$ cat config.mk
export PLATFORM = sky130hd
export DESIGN_NAME = alu_exec_unit_flat
export DESIGN_NICKNAME = d
export VERILOG_FILES = /design/src/rtl/alu_exec_unit_if.sv /design/src/rtl/alu_exec_unit.sv /design/src/flat_wrapper.sv
export SDC_FILE = /design/constraint.sdc
export NUM_CORES = 1
export LEC_CHECK = 0
export CAP_MARGIN = 20
export CORE_MARGIN = 3
export CORE_UTILIZATION = 45
export CTS_BUF_LIST = sky130_fd_sc_hd__clkbuf_4 sky130_fd_sc_hd__clkbuf_8 sky130_fd_sc_hd__clkbuf_16
export DETAILED_ROUTE_END_ITERATION = 8
export DONT_BUFFER_PORTS = 1
export PLACE_DENSITY = 0.67
export RECOVER_POWER = 50
export SKIP_LAST_GASP = 1
export SLEW_MARGIN = 20
export SYNTH_ARGS = -nofsm -noshare
export SYNTH_HDL_FRONTEND = slang
export SYNTH_SLANG_ARGS = --single-unit
$ cat constraint.sdc
create_clock -name clk -period 4.75 [get_ports clk]
set_input_delay 0.95 -clock clk [delete_from_list [all_inputs] [get_ports clk]]
set_output_delay 0.95 -clock clk [all_outputs]
set_load 0.01 [all_outputs]
$ cat src/rtl/alu_exec_unit_if.sv
// Request/response channel bundle for alu_exec_unit.
// The master side issues operands and opcodes and consumes results. The slave side is the execution unit.
interface alu_exec_unit_if #(
  parameter int unsigned WIDTH = 32
);
  logic             req_valid;
  logic             req_ready;
  logic [WIDTH-1:0] req_a;
  logic [WIDTH-1:0] req_b;
  logic [2:0]       req_op;
  logic             rsp_valid;
  logic             rsp_ready;
  logic [WIDTH-1:0] rsp_z;
  logic             rsp_ex;
  logic             rsp_ovf;

  modport master (
    output req_valid, req_a, req_b, req_op, rsp_ready,
    input  req_ready, rsp_valid, rsp_z, rsp_ex, rsp_ovf
  );

  modport slave (
    input  req_valid, req_a, req_b, req_op, rsp_ready,
    output req_ready, rsp_valid, rsp_z, rsp_ex, rsp_ovf
  );
endinterface

$ cat src/rtl/alu_exec_unit.sv
// Two-stage handshaked ALU (AND/OR/ADD/SUB/SLT) with full backpressure.
// The module also counts completed responses.
module alu_exec_unit #(
  parameter int unsigned WIDTH = 32,
  parameter int unsigned CNT_W = 16
) (
  input  logic             clk,
  input  logic             reset,
  alu_exec_unit_if.slave   bus,
  output logic [CNT_W-1:0] op_count
);

  logic             s1_valid_q;
  logic [WIDTH-1:0] s1_a_q;
  logic [WIDTH-1:0] s1_b_q;
  logic [2:0]       s1_op_q;
  logic             s2_valid_q;
  logic [WIDTH-1:0] s2_z_q;
  logic             s2_ex_q;
  logic             s2_ovf_q;
  logic [CNT_W-1:0] op_count_q;

  logic             s2_free;
  logic             s1_adv;
  logic             accept;
  logic             rsp_fire;
  logic [WIDTH-1:0] sum;
  logic [WIDTH-1:0] diff;
  logic [WIDTH-1:0] z_d;
  logic             ex_d;
  logic             ovf_d;

  assign s2_free  = !s2_valid_q || bus.rsp_ready;
  assign s1_adv   = s1_valid_q && s2_free;
  // Held low during reset so nothing is accepted into a pipeline that is being cleared.
  assign bus.req_ready = !reset && (!s1_valid_q || s2_free);
  assign accept   = bus.req_valid && bus.req_ready;
  assign rsp_fire = s2_valid_q && bus.rsp_ready;

  always_comb begin
    sum   = s1_a_q + s1_b_q;
    diff  = s1_a_q - s1_b_q;
    z_d   = '0;
    ovf_d = 1'b0;
    case (s1_op_q)
      3'b000, 3'b100: z_d = s1_a_q & s1_b_q;
      3'b001, 3'b101: z_d = s1_a_q | s1_b_q;
      3'b010: begin
        z_d   = sum;
        ovf_d = (s1_a_q[WIDTH-1] == s1_b_q[WIDTH-1]) && (sum[WIDTH-1] != s1_a_q[WIDTH-1]);
      end
      3'b110: begin
        z_d   = diff;
        ovf_d = (s1_a_q[WIDTH-1] != s1_b_q[WIDTH-1]) && (diff[WIDTH-1] != s1_a_q[WIDTH-1]);
      end
      3'b111: z_d[0] = $signed(s1_a_q) < $signed(s1_b_q);
      default: z_d = '0;
    endcase
    ex_d = (z_d == '0);
  end

  always_ff @(posedge clk) begin
    if (reset) begin
      s1_valid_q <= 1'b0;
      s1_a_q     <= '0;
      s1_b_q     <= '0;
      s1_op_q    <= '0;
      s2_valid_q <= 1'b0;
      s2_z_q     <= '0;
      s2_ex_q    <= 1'b0;
      s2_ovf_q   <= 1'b0;
      op_count_q <= '0;
    end else begin
      // Operands load only on a real handshake, so idle-bus garbage never enters S1.
      if (accept) begin
        s1_valid_q <= 1'b1;
        s1_a_q     <= bus.req_a;
        s1_b_q     <= bus.req_b;
        s1_op_q    <= bus.req_op;
      end else if (s1_adv) begin
        s1_valid_q <= 1'b0;
      end
      if (s1_adv) begin
        s2_valid_q <= 1'b1;
        s2_z_q     <= z_d;
        s2_ex_q    <= ex_d;
        s2_ovf_q   <= ovf_d;
      end else if (rsp_fire) begin
        s2_valid_q <= 1'b0;
      end
      if (rsp_fire) begin
        op_count_q <= op_count_q + CNT_W'(1);
      end
    end
  end

  assign bus.rsp_valid = s2_valid_q;
  assign bus.rsp_z     = s2_z_q;
  assign bus.rsp_ex    = s2_ex_q;
  assign bus.rsp_ovf   = s2_ovf_q;
  assign op_count      = op_count_q;

endmodule

$ cat src/flat_wrapper.sv
// flat-port wrapper written by rule: the top's interface ports become plain ports
module alu_exec_unit_flat 
#(
  parameter int unsigned WIDTH = 32,
  parameter int unsigned CNT_W = 16
)
  (clk, reset, op_count, bus_req_valid, bus_req_a, bus_req_b, bus_req_op, bus_rsp_ready, bus_req_ready, bus_rsp_valid, bus_rsp_z, bus_rsp_ex, bus_rsp_ovf);
  alu_exec_unit_if #(.WIDTH(WIDTH)) bus_i ();
  input  logic clk;
  input  logic reset;
  output logic [CNT_W-1:0] op_count;
  input wire logic [$bits(bus_i.req_valid)-1:0] bus_req_valid;
  input wire logic [$bits(bus_i.req_a)-1:0] bus_req_a;
  input wire logic [$bits(bus_i.req_b)-1:0] bus_req_b;
  input wire logic [$bits(bus_i.req_op)-1:0] bus_req_op;
  input wire logic [$bits(bus_i.rsp_ready)-1:0] bus_rsp_ready;
  output wire logic [$bits(bus_i.req_ready)-1:0] bus_req_ready;
  output wire logic [$bits(bus_i.rsp_valid)-1:0] bus_rsp_valid;
  output wire logic [$bits(bus_i.rsp_z)-1:0] bus_rsp_z;
  output wire logic [$bits(bus_i.rsp_ex)-1:0] bus_rsp_ex;
  output wire logic [$bits(bus_i.rsp_ovf)-1:0] bus_rsp_ovf;
  assign bus_i.req_valid = bus_req_valid;
  assign bus_i.req_a = bus_req_a;
  assign bus_i.req_b = bus_req_b;
  assign bus_i.req_op = bus_req_op;
  assign bus_i.rsp_ready = bus_rsp_ready;
  assign bus_req_ready = bus_i.req_ready;
  assign bus_rsp_valid = bus_i.rsp_valid;
  assign bus_rsp_z = bus_i.rsp_z;
  assign bus_rsp_ex = bus_i.rsp_ex;
  assign bus_rsp_ovf = bus_i.rsp_ovf;
  alu_exec_unit #(.WIDTH(WIDTH), .CNT_W(CNT_W)) u_core (.clk(clk), .reset(reset), .bus(bus_i), .op_count(op_count));
endmodule
==> reports/metrics.cfg <==
[run_status]
outcome=finished, violations left
violations=capacitance limit, slew limit

[yosys]
synth-xor-area-share_pct=3.36
synthArstFlopShare_pct=0
yosysWarnings=0
synth_compound_area_share_pct=26.0
synth.distinct_cells=76
synth_ff_type=dfxtp_1
syn-cell-area_mm2=0.00914
synth_nets=1375
muxShareOfSynthArea_pct=2.42
synth_top_family_by_area=compound AO/OA/AOI/OAI gates
syn_inst=1203
synth_simple_gate_area_share_pct=20.3
synth_fa_ha_area_share_pct=14.0
synth_seq_cells=119
ys_seq_area_share_pct=26.1
synth_edf_count=0
syn_area_per_cell_um2=7.59

[sta]
tightestPinTransition_ps=2500
fmax_mhz=238
hold_ws_ps=503
rsz0062_at_grt=no
period_share_pct=88.3
setup_viol=0
tns_ps=0
fin_crit_ps=4200
hold_violations=0
max_slew_margin_pct=-67.0
worst_slack_ps=554
finalMaxSlewViolations=74
finClkSkew_ps=8.68

[global_route]
antenna_found_initial=0
overflow=0
grt_pass1_vias=7957
grt_max_degree=117
grt_usage_pct=24.2
grt_pass1_wl_mm=43.1

[worst_hold_path]
min_path_type=reg2reg
min_path_cells=2
holdCritStartpoint=u_core.bus.rsp_z[16]
hold-path-endpoint=u_core.bus.rsp_z[16]

[drt]
routed_wl_mm=27.1
drt-wirelength-per-cell_um=18.9
dr.pass1.iters=8
drc_errors=0
viasPerCell=5.99
ant_nets=0
drt_iter0_markers=742
vias=8567

[setup_path]
reg2reg_slack_ps=550
crit_required_ps=5130
rr_worst_depth=14
critPathKind=reg2reg
cp-end-kind=register
worstPathArrival_ps=4570
r2r-end=u_core.bus.rsp_ex
reg2reg_from=u_core.s1_a_q[15]
crit_fanout=10
critPathLaunchType=register

[layout]
fin_cells=1430
diodes=0
final_util_pct=49.8
syn2layout_area_growth_pct=7.44
drive_gt1_share_pct=5.58
num-nets-final=1324

[job]
maxCapViolations=1

[floorplanning]
start_util_pct=46.3
die_area_mm2=0.0220
die_h_um=148
pin_count=123
num_rows=51
core_area_mm2=0.0197
die_x_um=148

[clock_network]
postCtsSetupBuffers=0
cts_tree=built
clk_pin_slew_ps=60
cts_buffer_depth=2
numCtsBuffers=17
cts-root-buf=clkbuf_16
cts_sinks=119
cts_resized=0
h-tree-depth=4
cts_hold_buffers=0
worstSkewPairLatency_ps=440

[power]
irDropWorstVdd_uv=190
p_per_area_mw_per_mm2=332
leakage_nw=3.91

[placement]
finalWeightedCongestion=0.961
place_ws_ps=697
place_inst=1398
dp_hpwl_mm=20.2
port_buffers=0

logic make-up after synthesis:
kind of cell    Yosys count
simple gates            394
compound gates          349
buf+inv                 183
flops                   119
fa+ha+maj               101
xor+xnor                 35
mux                      22
state kept, by name, indices dropped and copies added, names as in the netlist:
signal	cells
u_core.bus.rsp_ex	1
u_core.bus.rsp_ovf	1
u_core.bus.rsp_valid	1
u_core.bus.rsp_z	32
u_core.op_count	16
u_core.s1_a_q	32
u_core.s1_b_q	32
u_core.s1_op_q	3
u_core.s1_valid_q	1
routing by layer:
layer / GRT usage, % / wire length [um] / up-vias
met2: 36.1 / 11500 / 395
li1: - / - / 4177
met5: 0 / 0 / -
met3: 6.76 / 2440 / 57
met1: 33.3 / 12200 / 3938
met4: 8.96 / 829 / 0
stage by stage:
step                cell area (um2)  total power, mW
floorplan                      9140             1.79
global placement               9240             1.98
detailed placement             9240             1.98
CTS                            9820             3.26
global route                   9810             3.42
finish                         9810             3.26
critical path: stages (launching register included):
cell	delay, ps
dfxtp_1	350
inv_1	70
ha_1	510
inv_1	190
a21oi_1	310
nor2_1	120
a2111oi_0	830
a211oi_1	310
o22ai_1	240
mux2i_1	120
xnor2_1	150
a211oi_1	270
nand4_1	160
nor4_2	300
a32o_1	210
worst max path at each step:
stage | slack [ps] | to | from
global placement | 790 | u_core.bus.rsp_ex | u_core.s1_a_q[15]
finish | 550 | u_core.bus.rsp_ex | u_core.s1_a_q[15]
CTS | 680 | u_core.bus.rsp_ex | u_core.s1_a_q[15]
detailed placement | 700 | u_core.bus.rsp_ex | u_core.s1_a_q[15]
global route | 360 | u_core.bus.rsp_ex | u_core.s1_a_q[4]
floorplan | 1410 | u_core.bus.rsp_ex | u_core.s1_a_q[0]
placed cells by master (no fill, tap or decap), types with 6 or more instances in the layout:
cell type / netlist / routed
a211oi_1: 32 / 32
o31ai_1: 72 / 72
nor4_1: 11 / 11
a211o_1: 6 / 6
a21oi_1: 84 / 84
buf_4: 2 / 12
o221ai_1: 8 / 8
inv_1: 99 / 99
clkbuf_16: 0 / 17
a21o_1: 19 / 19
or3_1: 13 / 13
ha_1: 99 / 99
nand4_1: 15 / 15
nor3_1: 22 / 22
nor2b_1: 14 / 12
o21bai_1: 6 / 6
nor2_1: 106 / 106
o21ai_0: 46 / 46
a31oi_1: 8 / 8
nand3_1: 23 / 23
nand2b_1: 18 / 18
nand2_1: 138 / 138
xnor2_1: 23 / 23
and2_1: 7 / 6
o22ai_1: 10 / 10
mux2i_1: 21 / 21
xor2_1: 12 / 12
inv_6: 0 / 6
dfxtp_1: 119 / 119
Yosys cell counts, types with 3 or more instances:
| cell | number | area share, % |
|---|---|---|
| nand2_1 | 138 | 5.7 |
| dfxtp_1 | 119 | 26 |
| nor2_1 | 106 | 4.4 |
| ha_1 | 99 | 14 |
| inv_1 | 99 | 4.1 |
| a21oi_1 | 84 | 4.6 |
| o31ai_1 | 72 | 5.9 |
| clkbuf_1 | 66 | 2.7 |
| o21ai_0 | 46 | 2.5 |
| a211oi_1 | 32 | 2.6 |
| nand3_1 | 23 | 1.3 |
| xnor2_1 | 23 | 2.2 |
| nor3_1 | 22 | 1.2 |
| mux2i_1 | 21 | 2.3 |
| a21o_1 | 19 | 1.6 |
| nand2b_1 | 18 | 1.2 |
| nand4_1 | 15 | 1.0 |
| nor2b_1 | 14 | 0.96 |
| or3_1 | 13 | 0.89 |
| xor2_1 | 12 | 1.2 |
| nor4_1 | 11 | 0.75 |
| buf_2 | 10 | 0.55 |
| o22ai_1 | 10 | 0.68 |
| a31oi_1 | 8 | 0.55 |
| o221ai_1 | 8 | 0.77 |
| and2_1 | 7 | 0.48 |
| a211o_1 | 6 | 0.58 |
| o21bai_1 | 6 | 0.49 |
| and3_1 | 5 | 0.34 |
| o21ai_1 | 5 | 0.27 |
| a311oi_1 | 4 | 0.38 |
| nor3b_1 | 4 | 0.33 |
| nor4b_1 | 4 | 0.38 |
| or4_1 | 4 | 0.33 |
| a2111oi_0 | 3 | 0.29 |
| a221oi_1 | 3 | 0.29 |
| a22oi_1 | 3 | 0.25 |
| a32o_1 | 3 | 0.33 |
| buf_1 | 3 | 0.12 |
| o311ai_0 | 3 | 0.29 |
report_power, final:
part / switching, mW / internal, mW
logic: 0.553 / 0.314
clock network: 0.580 / 0.698
registers: 0.0583 / 1.06
area by class of cell:
type                       count  area, um2
clock buffer                  17        425
clock inverter                15        149
fill                        1934       9900
inverter                     100        375
multi-input combinational    901       6040
sequential                   119       2380
tap                          265        332
timing repair buffer          13        110
Power figures use the tool's default switching activity.
